--- config.mk ---
export PLATFORM = sky130hd
export DESIGN_NAME = seq_divider
export DESIGN_NICKNAME = d
export VERILOG_FILES = /design/src/rtl/div_pkg.sv /design/src/rtl/div_step.sv /design/src/rtl/seq_divider.sv
export SDC_FILE = /design/constraint.sdc
export NUM_CORES = 1
export LEC_CHECK = 0
export BUFFER_PORTS_ARGS = -buffer_cell sky130_fd_sc_hd__buf_2
export CAP_MARGIN = 10
export CORE_MARGIN = 3
export CORE_UTILIZATION = 59
export CTS_CLUSTER_DIAMETER = 30
export DETAILED_ROUTE_END_ITERATION = 16
export PLACE_DENSITY = 0.81
export REMOVE_ABC_BUFFERS = 1
export SETUP_SLACK_MARGIN = 0.05
export SKIP_LAST_GASP = 1
export SLEW_MARGIN = 0
export SYNTH_ARGS = -nofsm -noshare
export SYNTH_HDL_FRONTEND = slang
export SYNTH_SLANG_ARGS = --single-unit
export TNS_END_PERCENT = 1
--- constraint.sdc ---
create_clock -name clock -period 4 [get_ports clock]
set_clock_uncertainty 0.05 [all_clocks]
set_input_delay 0.4 -clock clock [delete_from_list [all_inputs] [get_ports clock]]
set_output_delay 0.4 -clock clock [all_outputs]
set_load 0.05 [all_outputs]
--- src/rtl/div_pkg.sv ---
// Shared definitions for the sequential divider: FSM state encoding and counter sizing.
// Latency: n/a (package only).
// Backpressure: n/a (package only).
package div_pkg;

    // Divider FSM states (2-bit encoding)
    typedef enum logic [1:0] {
        IDLE = 2'd0,
        LOAD = 2'd1,
        CALC = 2'd2,
        FIX  = 2'd3
    } div_state_e;

    // Width of a counter that must hold 0..n-1; never narrower than one bit.
    function automatic int cnt_width(input int n);
        return (n <= 1) ? 1 : $clog2(n);
    endfunction

endpackage

--- src/rtl/div_step.sv ---
// One combinational restoring-division step: shift in one dividend bit, trial-subtract, restore or keep.
// Latency: purely combinational, no registers.
// Backpressure: none; the enclosing FSM decides when the step result is captured.
//
// Ports:
//   rem_hi_i      partial remainder before the step (always < divisor_i)
//   rem_lo_msb_i  next dividend bit shifted into the remainder
//   divisor_i     divisor magnitude
//   rem_hi_o      partial remainder after the step
//   q_bit_o       quotient bit produced by this step
module div_step
    import div_pkg::*;
#(
    parameter int WIDTH = 32
) (
    input  logic [WIDTH-1:0] rem_hi_i,
    input  logic             rem_lo_msb_i,
    input  logic [WIDTH-1:0] divisor_i,
    output logic [WIDTH-1:0] rem_hi_o,
    output logic             q_bit_o
);

    logic [WIDTH:0] shifted;
    logic [WIDTH:0] trial;
    logic           cout;

    assign shifted = {rem_hi_i, rem_lo_msb_i};

    // WIDTH+1-bit subtraction as an adder with inverted divisor and carry-in 1.
    // Carry-out set means shifted >= divisor.
    assign {cout, trial} = {1'b0, shifted}
                         + {1'b0, ~{1'b0, divisor_i}}
                         + {{(WIDTH+1){1'b0}}, 1'b1};

    // Because the incoming remainder is below the divisor, a successful trial
    // always leaves trial[WIDTH] clear; folding it in keeps the whole
    // difference observed without changing the result.
    assign q_bit_o  = cout & ~trial[WIDTH];
    assign rem_hi_o = q_bit_o ? trial[WIDTH-1:0] : shifted[WIDTH-1:0];

endmodule

--- src/rtl/seq_divider.sv ---
// Iterative restoring divider (signed/unsigned), STEPS_PER_CYCLE restoring steps per clock.
// Latency: start accepted at edge 0 -> data_resultRDY high in the cycle after edge N+1 (N = WIDTH/STEPS_PER_CYCLE).
// Backpressure: busy is high while a divide is in flight; ctrl_DIV is ignored then (not queued).
//
// Ports:
//   clock, reset      rising-edge clock, synchronous active-high reset
//   ctrl_DIV          start request, sampled only in IDLE
//   ctrl_signed       two's-complement mode, sampled with ctrl_DIV
//   data_operandA/B   dividend / divisor, sampled with ctrl_DIV
//   busy              state != IDLE
//   data_quotient     registered quotient, held until next completion
//   data_remainder    registered remainder (sign follows dividend), held until next completion
//   data_exception    divide-by-zero flag, held until next completion
//   data_resultRDY    one-cycle pulse, results valid this cycle
module seq_divider
    import div_pkg::*;
#(
    parameter int WIDTH           = 32,
    parameter int STEPS_PER_CYCLE = 1,
    parameter bit SIGNED_EN       = 1'b1
) (
    input  logic             clock,
    input  logic             reset,
    input  logic             ctrl_DIV,
    input  logic             ctrl_signed,
    input  logic [WIDTH-1:0] data_operandA,
    input  logic [WIDTH-1:0] data_operandB,
    output logic             busy,
    output logic [WIDTH-1:0] data_quotient,
    output logic [WIDTH-1:0] data_remainder,
    output logic             data_exception,
    output logic             data_resultRDY
);

    localparam int            N    = WIDTH / STEPS_PER_CYCLE;
    localparam int            CW   = cnt_width(N);
    localparam logic [CW-1:0] LAST = CW'(N - 1);

    div_state_e       state_q;
    logic [CW-1:0]    cnt_q;
    logic [WIDTH-1:0] rem_hi_q;     // upper half of the 2*WIDTH remainder register
    logic [WIDTH-1:0] rem_lo_q;     // lower half: dividend bits out, quotient bits in
    logic [WIDTH-1:0] divisor_q;
    logic             neg_quo_q;
    logic             neg_rem_q;
    logic             div0_q;

    // Operand magnitudes; with SIGNED_EN=0 the negate paths are constant-folded away.
    logic             a_neg;
    logic             b_neg;
    logic [WIDTH-1:0] a_mag;
    logic [WIDTH-1:0] b_mag;

    assign a_neg = SIGNED_EN && ctrl_signed && data_operandA[WIDTH-1];
    assign b_neg = SIGNED_EN && ctrl_signed && data_operandB[WIDTH-1];
    assign a_mag = a_neg ? -data_operandA : data_operandA;
    assign b_mag = b_neg ? -data_operandB : data_operandB;

    // Chain of STEPS_PER_CYCLE restoring steps evaluated in one clock.
    logic [WIDTH-1:0] hi_chain [0:STEPS_PER_CYCLE];
    logic [WIDTH-1:0] lo_chain [0:STEPS_PER_CYCLE];

    assign hi_chain[0] = rem_hi_q;
    assign lo_chain[0] = rem_lo_q;

    for (genvar k = 0; k < STEPS_PER_CYCLE; k++) begin : g_step
        logic q_bit;

        div_step #(
            .WIDTH (WIDTH)
        ) u_step (
            .rem_hi_i     (hi_chain[k]),
            .rem_lo_msb_i (lo_chain[k][WIDTH-1]),
            .divisor_i    (divisor_q),
            .rem_hi_o     (hi_chain[k+1]),
            .q_bit_o      (q_bit)
        );

        assign lo_chain[k+1] = {lo_chain[k][WIDTH-2:0], q_bit};
    end

    assign busy = (state_q != IDLE);

    always_ff @(posedge clock) begin
        if (reset) begin
            state_q        <= IDLE;
            cnt_q          <= '0;
            rem_hi_q       <= '0;
            rem_lo_q       <= '0;
            divisor_q      <= '0;
            neg_quo_q      <= 1'b0;
            neg_rem_q      <= 1'b0;
            div0_q         <= 1'b0;
            data_quotient  <= '0;
            data_remainder <= '0;
            data_exception <= 1'b0;
            data_resultRDY <= 1'b0;
        end else begin
            data_resultRDY <= 1'b0;
            case (state_q)
                IDLE: begin
                    // The accepting edge performs the operand load.
                    if (ctrl_DIV) begin
                        rem_hi_q  <= '0;
                        rem_lo_q  <= a_mag;
                        divisor_q <= b_mag;
                        neg_quo_q <= a_neg ^ b_neg;
                        neg_rem_q <= a_neg;
                        div0_q    <= (data_operandB == '0);
                        cnt_q     <= '0;
                        state_q   <= LOAD;
                    end
                end
                // The LOAD cycle already runs the first iteration so that the
                // whole divide, including FIX, completes in N+1 edges.
                LOAD, CALC: begin
                    rem_hi_q <= hi_chain[STEPS_PER_CYCLE];
                    rem_lo_q <= lo_chain[STEPS_PER_CYCLE];
                    if (cnt_q == LAST) begin
                        cnt_q   <= '0;
                        state_q <= FIX;
                    end else begin
                        cnt_q   <= cnt_q + CW'(1);
                        state_q <= CALC;
                    end
                end
                FIX: begin
                    // Divide-by-zero still takes the full latency; results are forced to 0.
                    if (div0_q) begin
                        data_quotient  <= '0;
                        data_remainder <= '0;
                    end else begin
                        data_quotient  <= neg_quo_q ? -rem_lo_q : rem_lo_q;
                        data_remainder <= neg_rem_q ? -rem_hi_q : rem_hi_q;
                    end
                    data_exception <= div0_q;
                    data_resultRDY <= 1'b1;
                    state_q        <= IDLE;
                end
                default: state_q <= IDLE;
            endcase
        end
    end

endmodule
[Word level (Yosys, flattened, before mapping)]
Index checks and enable logic that the tools add are counted.
Cells by class
  add/sub/neg operators: 7
  $mul: 0
  div/mod/pow operators: 0
  $lt $le $gt $ge: 0
  eq/ne operators: 5
  shift-type cells: 0
  muxes and demuxes: 18
  bitwise logic cells: 4
  reductions and logical operators: 9
Operators by type and width (count)
  32-bit two-way mux: 9
  32-bit negator: 4
  32-bit one-hot mux with 2 select lines: 2
  33-bit by 33-bit adder with 34-bit output: 1
  34-bit by 1-bit adder with 34-bit output, second input constant: 1
  32-bit inverter with 33-bit output: 1
  32-bit logical NOT: 1
  5-bit two-way mux: 2
  5-bit one-hot mux with 2 select lines: 1
  2-bit one-hot mux with 3 select lines: 1
  5-bit by 1-bit adder with 5-bit output, second input constant: 1
  5-bit == test, second input constant: 1
  2-bit == test, second input constant: 2
  2-bit AND reduction: 2
  2-bit nonzero test: 2
  2-bit by 1-bit == test with 1-bit output, second input constant: 1
  1-bit logical AND: 2
  2-bit logical NOT: 1
  1-bit two-way mux: 2
  2-bit two-way mux: 1
  2-bit inequality test, second input constant: 1
  2-bit OR reduction: 1
  1-bit AND: 1
  1-bit inverter: 1
  1-bit XOR: 1
Word-level totals
  register bits after elaboration: 172
  latch bits: 0
  bits in writable memories: 0
  bits in read-only memories: 0
  input bits: 68
  output and inout port bits: 67
  logic and storage cells: 55
  memories kept: 0

[Logic depth before layout (Yosys ltp)]
Gate-level depths: netlist of the first run.
  depth after elaboration: 7
  mapped depth: 15
  depth with buffers taken out: 13

[Modules after synthesis]
A second synthesis of the first run with hierarchy kept.
Unflattened totals
  cells, all modules: 1438
  area, all modules: 11402.2 um^2
By module, submodules not included
  seq_divider: times used 1, cells an instance 1115, area an instance 9127.5 um^2, sequential area each 3443.3 um^2
  div_step: times used 1, cells an instance 323, area an instance 2274.7 um^2, sequential area each 0.0 um^2

[Least setup slack after synthesis of the first run]
Ideal clock, no wire load.
  path kind: reg-to-reg
  from: register rem_lo_q[31]
  to: register rem_hi_q[6]
  library setup time: 0.122 ns
  arrival time: 3.061 ns
  data required time: 3.828 ns
  slack: 0.767 ns
  cell stages (with the launch flop): 16
  path buffers: 2
  clock period less this slack: 3.233 ns
  cells stage by stage: dfxtp_1 > inv_1 > ha_1 > inv_1 > fa_1 > a21o_1 > a31o_2 > a221oi_2 > or4_1 > nand2_1 > a31oi_1 > a21o_1 > buf_2 > clkbuf_1 > nor3_1 > a221o_1
On the way
  cells in the longest elaborated chain, start to end: 6
Ends and longest elaborated chain
  from (decl): RTL line seq_divider.sv:42  | logic [WIDTH-1:0] rem_lo_q;
  from (signal assigned): RTL line seq_divider.sv:105  | rem_lo_q <= a_mag;
  from (signal assigned): RTL line seq_divider.sv:118  | rem_lo_q <= lo_chain[STEPS_PER_CYCLE];
  33-bit by 33-bit adder with 34-bit output *: RTL line div_step.sv:32  | + {1'b0, ~{1'b0, divisor_i}}
  34-bit by 1-bit adder with 34-bit output *: RTL line div_step.sv:33  | + {{(WIDTH+1){1'b0}}, 1'b1};
  1-bit inverter: RTL line div_step.sv:38  | assign q_bit_o = cout & ~trial[WIDTH];
  1-bit AND: RTL line div_step.sv:38
  32-bit two-way mux *: RTL line div_step.sv:39  | assign rem_hi_o = q_bit_o ? trial[WIDTH-1:0] : shifted[WIDTH-1:0];
  32-bit one-hot mux with 2 select lines *: RTL line seq_divider.sv:100  | case (state_q)
  to (signal assigned): RTL line seq_divider.sv:117  | rem_hi_q <= hi_chain[STEPS_PER_CYCLE];
  to (decl): RTL line seq_divider.sv:41  | logic [WIDTH-1:0] rem_hi_q;
Every way passes the cells marked *; elsewhere a longest branch is shown, timed or not.
A chain may end at the register's enable or synchronous reset.

[Final worst setup path of the first run]
  from: register rem_lo_q[31]
  to: register rem_hi_q[8]
The elaborated chain is that of the path after synthesis.

==> run_results.csv, run 1 <==
group,metric,value,unit
floorplan,floorplan.die_area,20400,sq um
logic_synthesis,seq_area_frac_synth,31.2,%
setup_path,critPathLaunchType,"register",
final_layout,multi_input_area,7070,sq um
clock_network,post_cts_resize_count,0,
power_and_ir_drop,power.total,7.14,mW
final_layout,drive_above_1_share,13.9,%
logic_synthesis,synth.largest_area_cell,"dfxtp_1",
timing,relSlewSlack,22.0,%
placement,gp_congestion,0.965,
clock_network,clkLatencyLatePin,0.43,ns
setup_path,arrival,4.00,ns
final_layout,post-route-util,68.4,%
setup_path,reg2reg_to,"rem_hi_q[8]",
clock_network,cts.htree.levels,4,
hold_path,hold_class,"input port to register",
setup_path,startpoint,"rem_lo_q[31]",
power_and_ir_drop,power.density,576,nW/um^2
grt,grt_pass1_vias,9700,
clock_network,clock-sinks,172,
grt,grt_use_total,28.7,%
power_and_ir_drop,p_seq_share,31.7,%
timing,fmax,268,MHz
flow_run,maxCapViolCount,0,
logic_synthesis,synth_top_area_share,31.2,%
timing,setup_viol,0,
detailed_routing,viasPerCell,6.13,
placement,place_ws,0.288,ns
clock_network,clk_pin_slew_worst_paths,0.07,ns
detailed_routing,totalWireLength,30200,um
logic_synthesis,synth-async-reset-ratio,0,%
floorplan,start_util,60.8,%
placement,hpwl,21900,um
clock_network,cts_buffer_depth,2,
timing,hold_violations,0,
logic_synthesis,yosys_warnings,0,
grt,overflow,0,
logic_synthesis,ys.flop_type,"dfxtp_1",
floorplan,die_y,143,um
power_and_ir_drop,p_leak,5.06,nW
power_and_ir_drop,switching_share,44.7,%
power_and_ir_drop,p_comb_share,45.4,%
logic_synthesis,synth_edf_count,0,
logic_synthesis,synth_seq_cells,172,
final_layout,fin_cells,1771,
placement,io_buffers,134,
power_and_ir_drop,internal_power,3.95,mW
timing,hold_ws,0.237,ns
timing,rsz0062_at_grt,"no",
clock_network,cts_hold_buf,0,
clock_network,tritoncts,"done",
detailed_routing,vias,10863,
clock_network,cts_root_buffer,"clkbuf_16",
setup_path,ff2ff_path_depth,15,
detailed_routing,drtPass1Iterations,6,
final_layout,insertedDiodeCount,0,
timing,period_minus_slack,3.73,ns
hold_path,min_from,"data_operandB[17]",
power_and_ir_drop,netSwitchingPower,3.20,mW
grt,grt_pass1_wl,48200,um
final_layout,seq_area,3440,sq um
placement,placed_cells,1739,
setup_path,worst-setup-path-type,"register to register",
floorplan,dieWidth,143,um
detailed_routing,ant_nets,0,
grt,grt_max_degree,65,
timing,finalCritPeriodShare,93.4,%
logic_synthesis,netlist_area,11000,sq um
setup_path,critPathCapture,"rem_hi_q[8]",
floorplan,pin_count,135,
clock_network,post_cts_buffers,0,
timing,worst_slew_pin_slew,1.17,ns
power_and_ir_drop,clkPwrFrac,22.8,%
logic_synthesis,ys_types,68,
clock_network,cts_buffers,17,
detailed_routing,wire_per_inst,17.1,um
setup_path,r2r_slack,0.27,ns
final_layout,final.fill_count,1571,
setup_path,worstPathMaxFanout,15,
power_and_ir_drop,ir_drop,0.346,mV
final_layout,layout.nets,1638,
outcome,status,"finished clean",
logic_synthesis,synthTopCellsByArea,"dfxtp_1, nand2_1, xnor2_1",
logic_synthesis,synthCells,1445,
setup_path,required,4.27,ns
final_layout,areaGrowthSynthToFinish,12.4,%
grt,antenna_found_initial,0,
floorplan,core,18100,sq um
setup_path,r2r_start,"rem_lo_q[31]",
setup_path,end_kind,"register",
timing,slew_violations,0,
timing,worst_slack,0.265,ns
floorplan,num_rows,49,
logic_synthesis,syn_avg_cell_area,7.64,sq um
detailed_routing,post-route-drc-count,0,
detailed_routing,dr.first_iter.drc_count,904,
cell type report:
class / instances / area share, %
Multi-Input combinational cell: 1130 / 57.0
Sequential cell: 172 / 27.8
Timing Repair Buffer: 153 / 6.68
Clock buffer: 17 / 3.43
Tap cell: 229 / 2.31
Inverter: 55 / 1.66
Clock inverter: 15 / 1.20
cell families after synthesis:
group,after synthesis,synth area share (%)
flip-flops,172,31.2
AND/OR/NAND/NOR,510,21.3
adder cells (fa/ha/maj),41,4.72
buffers and inverters,143,4.99
AO/OA/AOI/OAI,433,26.1
multiplexers,5,0.454
XOR/XNOR,141,11.2
worst max-delay path: stages (launching register included):
cell and delay, ns:
dfxtp_1 0.31, inv_1 0.11, ha_1 0.20, inv_1 0.06, fa_1 0.40, a21o_1 0.22
a31o_2 0.28, a221oi_4 0.30, or4_1 0.24, nand2_1 0.11, a31oi_1 0.28, a2111oi_2 0.09
buf_4 0.19, or2_1 0.25, buf_4 0.20, a221o_1 0.34
worst min path at each step:
stage / slack, ns / end / depth (start not counted)
after detailed placement: 0.39 / data_quotient[23] / 2
after global placement: 0.38 / data_quotient[25] / 2
final: 0.24 / divisor_q[17] / 3
after floorplan: 0.38 / divisor_q[31] / 2
after global routing: 0.25 / divisor_q[1] / 3
after CTS: 0.23 / divisor_q[14] / 3
routing by layer:
metal	vias to the layer above	global-route usage, %	part of all wire (%)
met5	-	0	0
met4	0	10.3	3.1
met3	73	3.55	5.5
met2	361	46.2	46
met1	5084	39.7	45
li1	5345	-	-
synthesized netlist by cell type, drive strengths merged, types with 5 or more instances:
cell      n
a211oi   36
dfxtp   172
buf      18
o21a      8
and2      9
o31ai    34
clkbuf   70
a31oi    11
inv      55
ha       40
nor3     30
a311oi    7
nand2b   12
mux2i     5
nand3b    9
o21ai   106
a21o     21
nand4     6
a31o      5
a221o    11
and3      9
nor4     11
a21oi    88
or2       7
a22oi    32
nand2   222
o41ai    14
xnor2    75
nor2    131
or3      20
o211ai   30
xor2     66
nand3    15
or4      20
per-stage QoR:
step	TNS (ns)	area (sq um)
2_1_floorplan	-61.37	10700
3_3_place_gp	0	11800
3_5_place_dp	0	11800
4_1_cts	0	12400
5_1_grt	0	12400
6_report	0	12400
registers in the layout (all words and copies together) (netlist names):
| name | count |
|---|---|
| data_exception | 1 |
| data_remainder | 32 |
| data_quotient | 32 |
| data_resultRDY | 1 |
| div0_q | 1 |
| rem_hi_q | 32 |
| rem_lo_q | 32 |
| neg_rem_q | 1 |
| cnt_q | 5 |
| divisor_q | 32 |
| neg_quo_q | 1 |
| state_q | 2 |
power by group through the flow:
stage                     logic [mW]  clock network [mW]  registers, mW
after CTS                       3.18                1.64           2.25
after floorplan                 2.27                   0           2.28
after detailed placement        3.15                   0           2.29
after global placement          3.12                   0           2.28
after global routing            3.56                1.71           2.31
final                           3.25                1.63           2.27
cell usage in the layout, fill, tap and decap left out, types with 4 or more instances in the layout:
master / count
mux2i_1: 5
a31oi_1: 11
inv_8: 6
o31ai_1: 32
clkbuf_16: 17
a221o_1: 11
nand2_1: 222
nor3_1: 30
xor2_1: 66
o21a_1: 8
a22oi_1: 32
nand3_1: 15
nor2_1: 129
ha_1: 40
dfxtp_1: 172
clkinv_4: 4
and2_1: 8
and3_1: 9
a21oi_1: 87
or4_1: 14
inv_1: 55
nand2b_1: 11
a211oi_1: 36
nand4_1: 6
o21bai_1: 4
o211ai_1: 30
or3_1: 19
or4_4: 6
o41ai_1: 14
or2_2: 4
nor4_1: 9
a311oi_1: 7
nand3b_1: 9
buf_4: 19
buf_2: 133
a21o_1: 21
xnor2_1: 75
o21ai_0: 103
a31o_2: 5
Note: power is estimated with default switching activity, not from simulation.
==> run 2, diff against run 1 <==
- BUFFER_PORTS_ARGS: -buffer_cell sky130_fd_sc_hd__buf_2 -> default
- CORE_UTILIZATION: 59 -> 65
- DONT_BUFFER_PORTS: default -> 1
==> run_results.csv, run 2 (synthesis results as in run 1) <==
group,metric,value,unit
final_layout,seq_area,3440,sq um
setup_path,arrival,3.90,ns
detailed_routing,met3WireLength,2500,um
grt,grt_use_total,32.5,%
final_layout,layout.nets,1510,
timing,rsz0062_at_grt,"no",
final_layout,multi_input_area,7060,sq um
final_layout,areaGrowthSynthToFinish,6.94,%
setup_path,critPathBufInv,4,
detailed_routing,met2WireLength,13900,um
clock_network,cts_buffers,17,
timing,worst_slack,0.374,ns
setup_path,path_delay_family,"compound AO/OA/AOI/OAI gates",
timing,fmax,276,MHz
grt,grt_max_degree,63,
detailed_routing,totalWireLength,30400,um
final_layout,final_cell_mix,"nand2_1, dfxtp_1, nor2_1, o21ai_0, a21oi_1",
clock_network,clk_pin_slew_worst_paths,0.07,ns
clock_network,clock-sinks,172,
final_layout,insertedDiodeCount,0,
setup_path,crit_chain,"inv_1, ha_1, inv_1, fa_1, a21o_1, a31o_2, a221oi_2, or4_1, nand2_1, a31oi_2, a2111oi_2, buf_4, or2_1, buf_4, a221o_1",
setup_path,end_kind,"register",
placement,placedInstanceArea,11100,sq um
timing,hold_violations,0,
detailed_routing,m1WireLength,13200,um
floorplan,core,16600,sq um
setup_path,worstPathMaxFanout,17,
hold_path,whs_endpoint,"rem_lo_q[0]",
detailed_routing,ant_nets,0,
setup_path,ff2ff_path_depth,15,
clock_network,cts_root_buffer,"clkbuf_16",
timing,finalCritPeriodShare,90.6,%
detailed_routing,viasPerCell,6.39,
outcome,status,"finished clean",
final_layout,fin_cells,1634,
placement,io_buffers,0,
setup_path,r2r_slack,0.37,ns
placement,hpwl,20900,um
setup_path,worst-setup-path-type,"register to register",
grt,antenna_found_initial,0,
power_and_ir_drop,clkPwrFrac,24.2,%
detailed_routing,vias,10439,
hold_path,min_from,"reset",
power_and_ir_drop,p_comb_share,43.5,%
power_and_ir_drop,switching_share,43.9,%
timing,hold_ws,0.0392,ns
floorplan,die_y,136,um
setup_path,slowest_delay,0.39,ns
floorplan,pin_count,135,
detailed_routing,post-route-drc-count,0,
floorplan,dieWidth,136,um
clock_network,cts_buffer_depth,2,
final_layout,drive_above_1_share,5.87,%
placement,place_ws,0.387,ns
grt,overflow,0,
final_layout,final_common_cell,"nand2_1",
power_and_ir_drop,netSwitchingPower,3.15,mW
floorplan,floorplan.die_area,18600,sq um
power_and_ir_drop,p_leak,4.45,nW
clock_network,tritoncts,"done",
setup_path,slowest_stage,"fa_1",
detailed_routing,drtPass1Iterations,5,
timing,slew_violations,0,
placement,gp_congestion,0.928,
final_layout,final.fill_count,1401,
timing,setup_viol,0,
power_and_ir_drop,ir_drop,0.397,mV
setup_path,critPathLaunchType,"register",
setup_path,reg2reg_to,"rem_hi_q[14]",
power_and_ir_drop,internal_power,4.03,mW
final_layout,final_cell_area,11800,sq um
power_and_ir_drop,p_seq_share,32.3,%
placement,placed_cells,1596,
grt,grt_pass1_vias,9595,
floorplan,num_rows,47,
clock_network,clkLatencyLatePin,0.44,ns
floorplan,start_util,66.5,%
hold_path,hold_class,"input port to register",
setup_path,required,4.27,ns
timing,relSlewSlack,18.3,%
timing,period_minus_slack,3.63,ns
detailed_routing,dr.first_iter.drc_count,1019,
setup_path,r2r_start,"rem_lo_q[31]",
grt,grt_pass1_wl,48400,um
clock_network,cts.htree.levels,4,
flow_run,maxCapViolCount,0,
detailed_routing,wire_per_inst,18.6,um
detailed_routing,highest-signal-layer,"met4",
timing,worst_slew_pin_slew,1.22,ns
hold_path,worstHoldPathCells,1,
power_and_ir_drop,power.density,608,nW/um^2
[run 2: cell count changes in the layout (fill, tap and decap cells not counted), sizes merged]
cell         delta
buf           -133
dlygate4sd3     +5
clkinv          -3
bufinv          +2
clkinvlp        +1
[run 2: power by group through the flow]
stage | Clock [mW] | Combinational [mW] | Sequential [mW]
floorplan | 0 | 2.27 | 2.28
global placement | 0 | 2.96 | 2.34
detailed placement | 0 | 2.99 | 2.35
CTS | 1.74 | 3.06 | 2.31
global route | 1.82 | 3.45 | 2.36
finish | 1.73 | 3.12 | 2.32
[run 2: metal layers]
metal	track usage (%)	vias to the layer above
li1	-	5077
met1	42.9	4889
met2	51.5	411
met3	8.44	62
met4	11.3	0
met5	0	-
[run 2: worst max path at each step]
stage                       startpoint           end  slack, ns  cells after the start
after floorplan           rem_lo_q[31]   rem_hi_q[0]      -1.97                     13
after global placement    rem_lo_q[31]  rem_hi_q[12]       0.50                     15
after detailed placement  rem_lo_q[31]  rem_hi_q[14]       0.39                     15
after CTS                 rem_lo_q[31]  rem_hi_q[14]       0.37                     15
after global routing      rem_lo_q[31]   rem_hi_q[2]       0.09                     15
final                     rem_lo_q[31]  rem_hi_q[14]       0.37                     15
[run 2: what timing repair did]
item	in CTS	in global routing
gates resized for setup	0	1
setup buffers	0	0
hold buffers	6	0
setup endpoints to repair	0	1
hold endpoints to repair	47	0
[run 2: cell type report]
type,count,area share [%]
Inverter,55,1.75
Tap cell,220,2.33
Timing Repair Buffer,25,1.80
Clock inverter,15,1.48
Multi-Input combinational cell,1130,59.8
Clock buffer,17,3.61
Sequential cell,172,29.2
[run 2: worst reg2reg max path: stages (launching register included)]
cell	delay, ns
dfxtp_1	0.30
inv_1	0.13
ha_1	0.18
inv_1	0.05
fa_1	0.39
a21o_1	0.22
a31o_2	0.27
a221oi_2	0.31
or4_1	0.23
nand2_1	0.09
a31oi_2	0.24
a2111oi_2	0.06
buf_4	0.21
or2_1	0.26
buf_4	0.20
a221o_1	0.33
[run 2: per-stage QoR]
step / util, % / setup TNS (ns) / power (mW)
floorplan: - / -61.37 / 4.55
global placement: 67.1 / 0 / 5.30
detailed placement: 67.1 / 0 / 5.34
CTS: 71.1 / 0 / 7.11
global route: 71.1 / 0 / 7.63
finish: 71.1 / 0 / 7.17
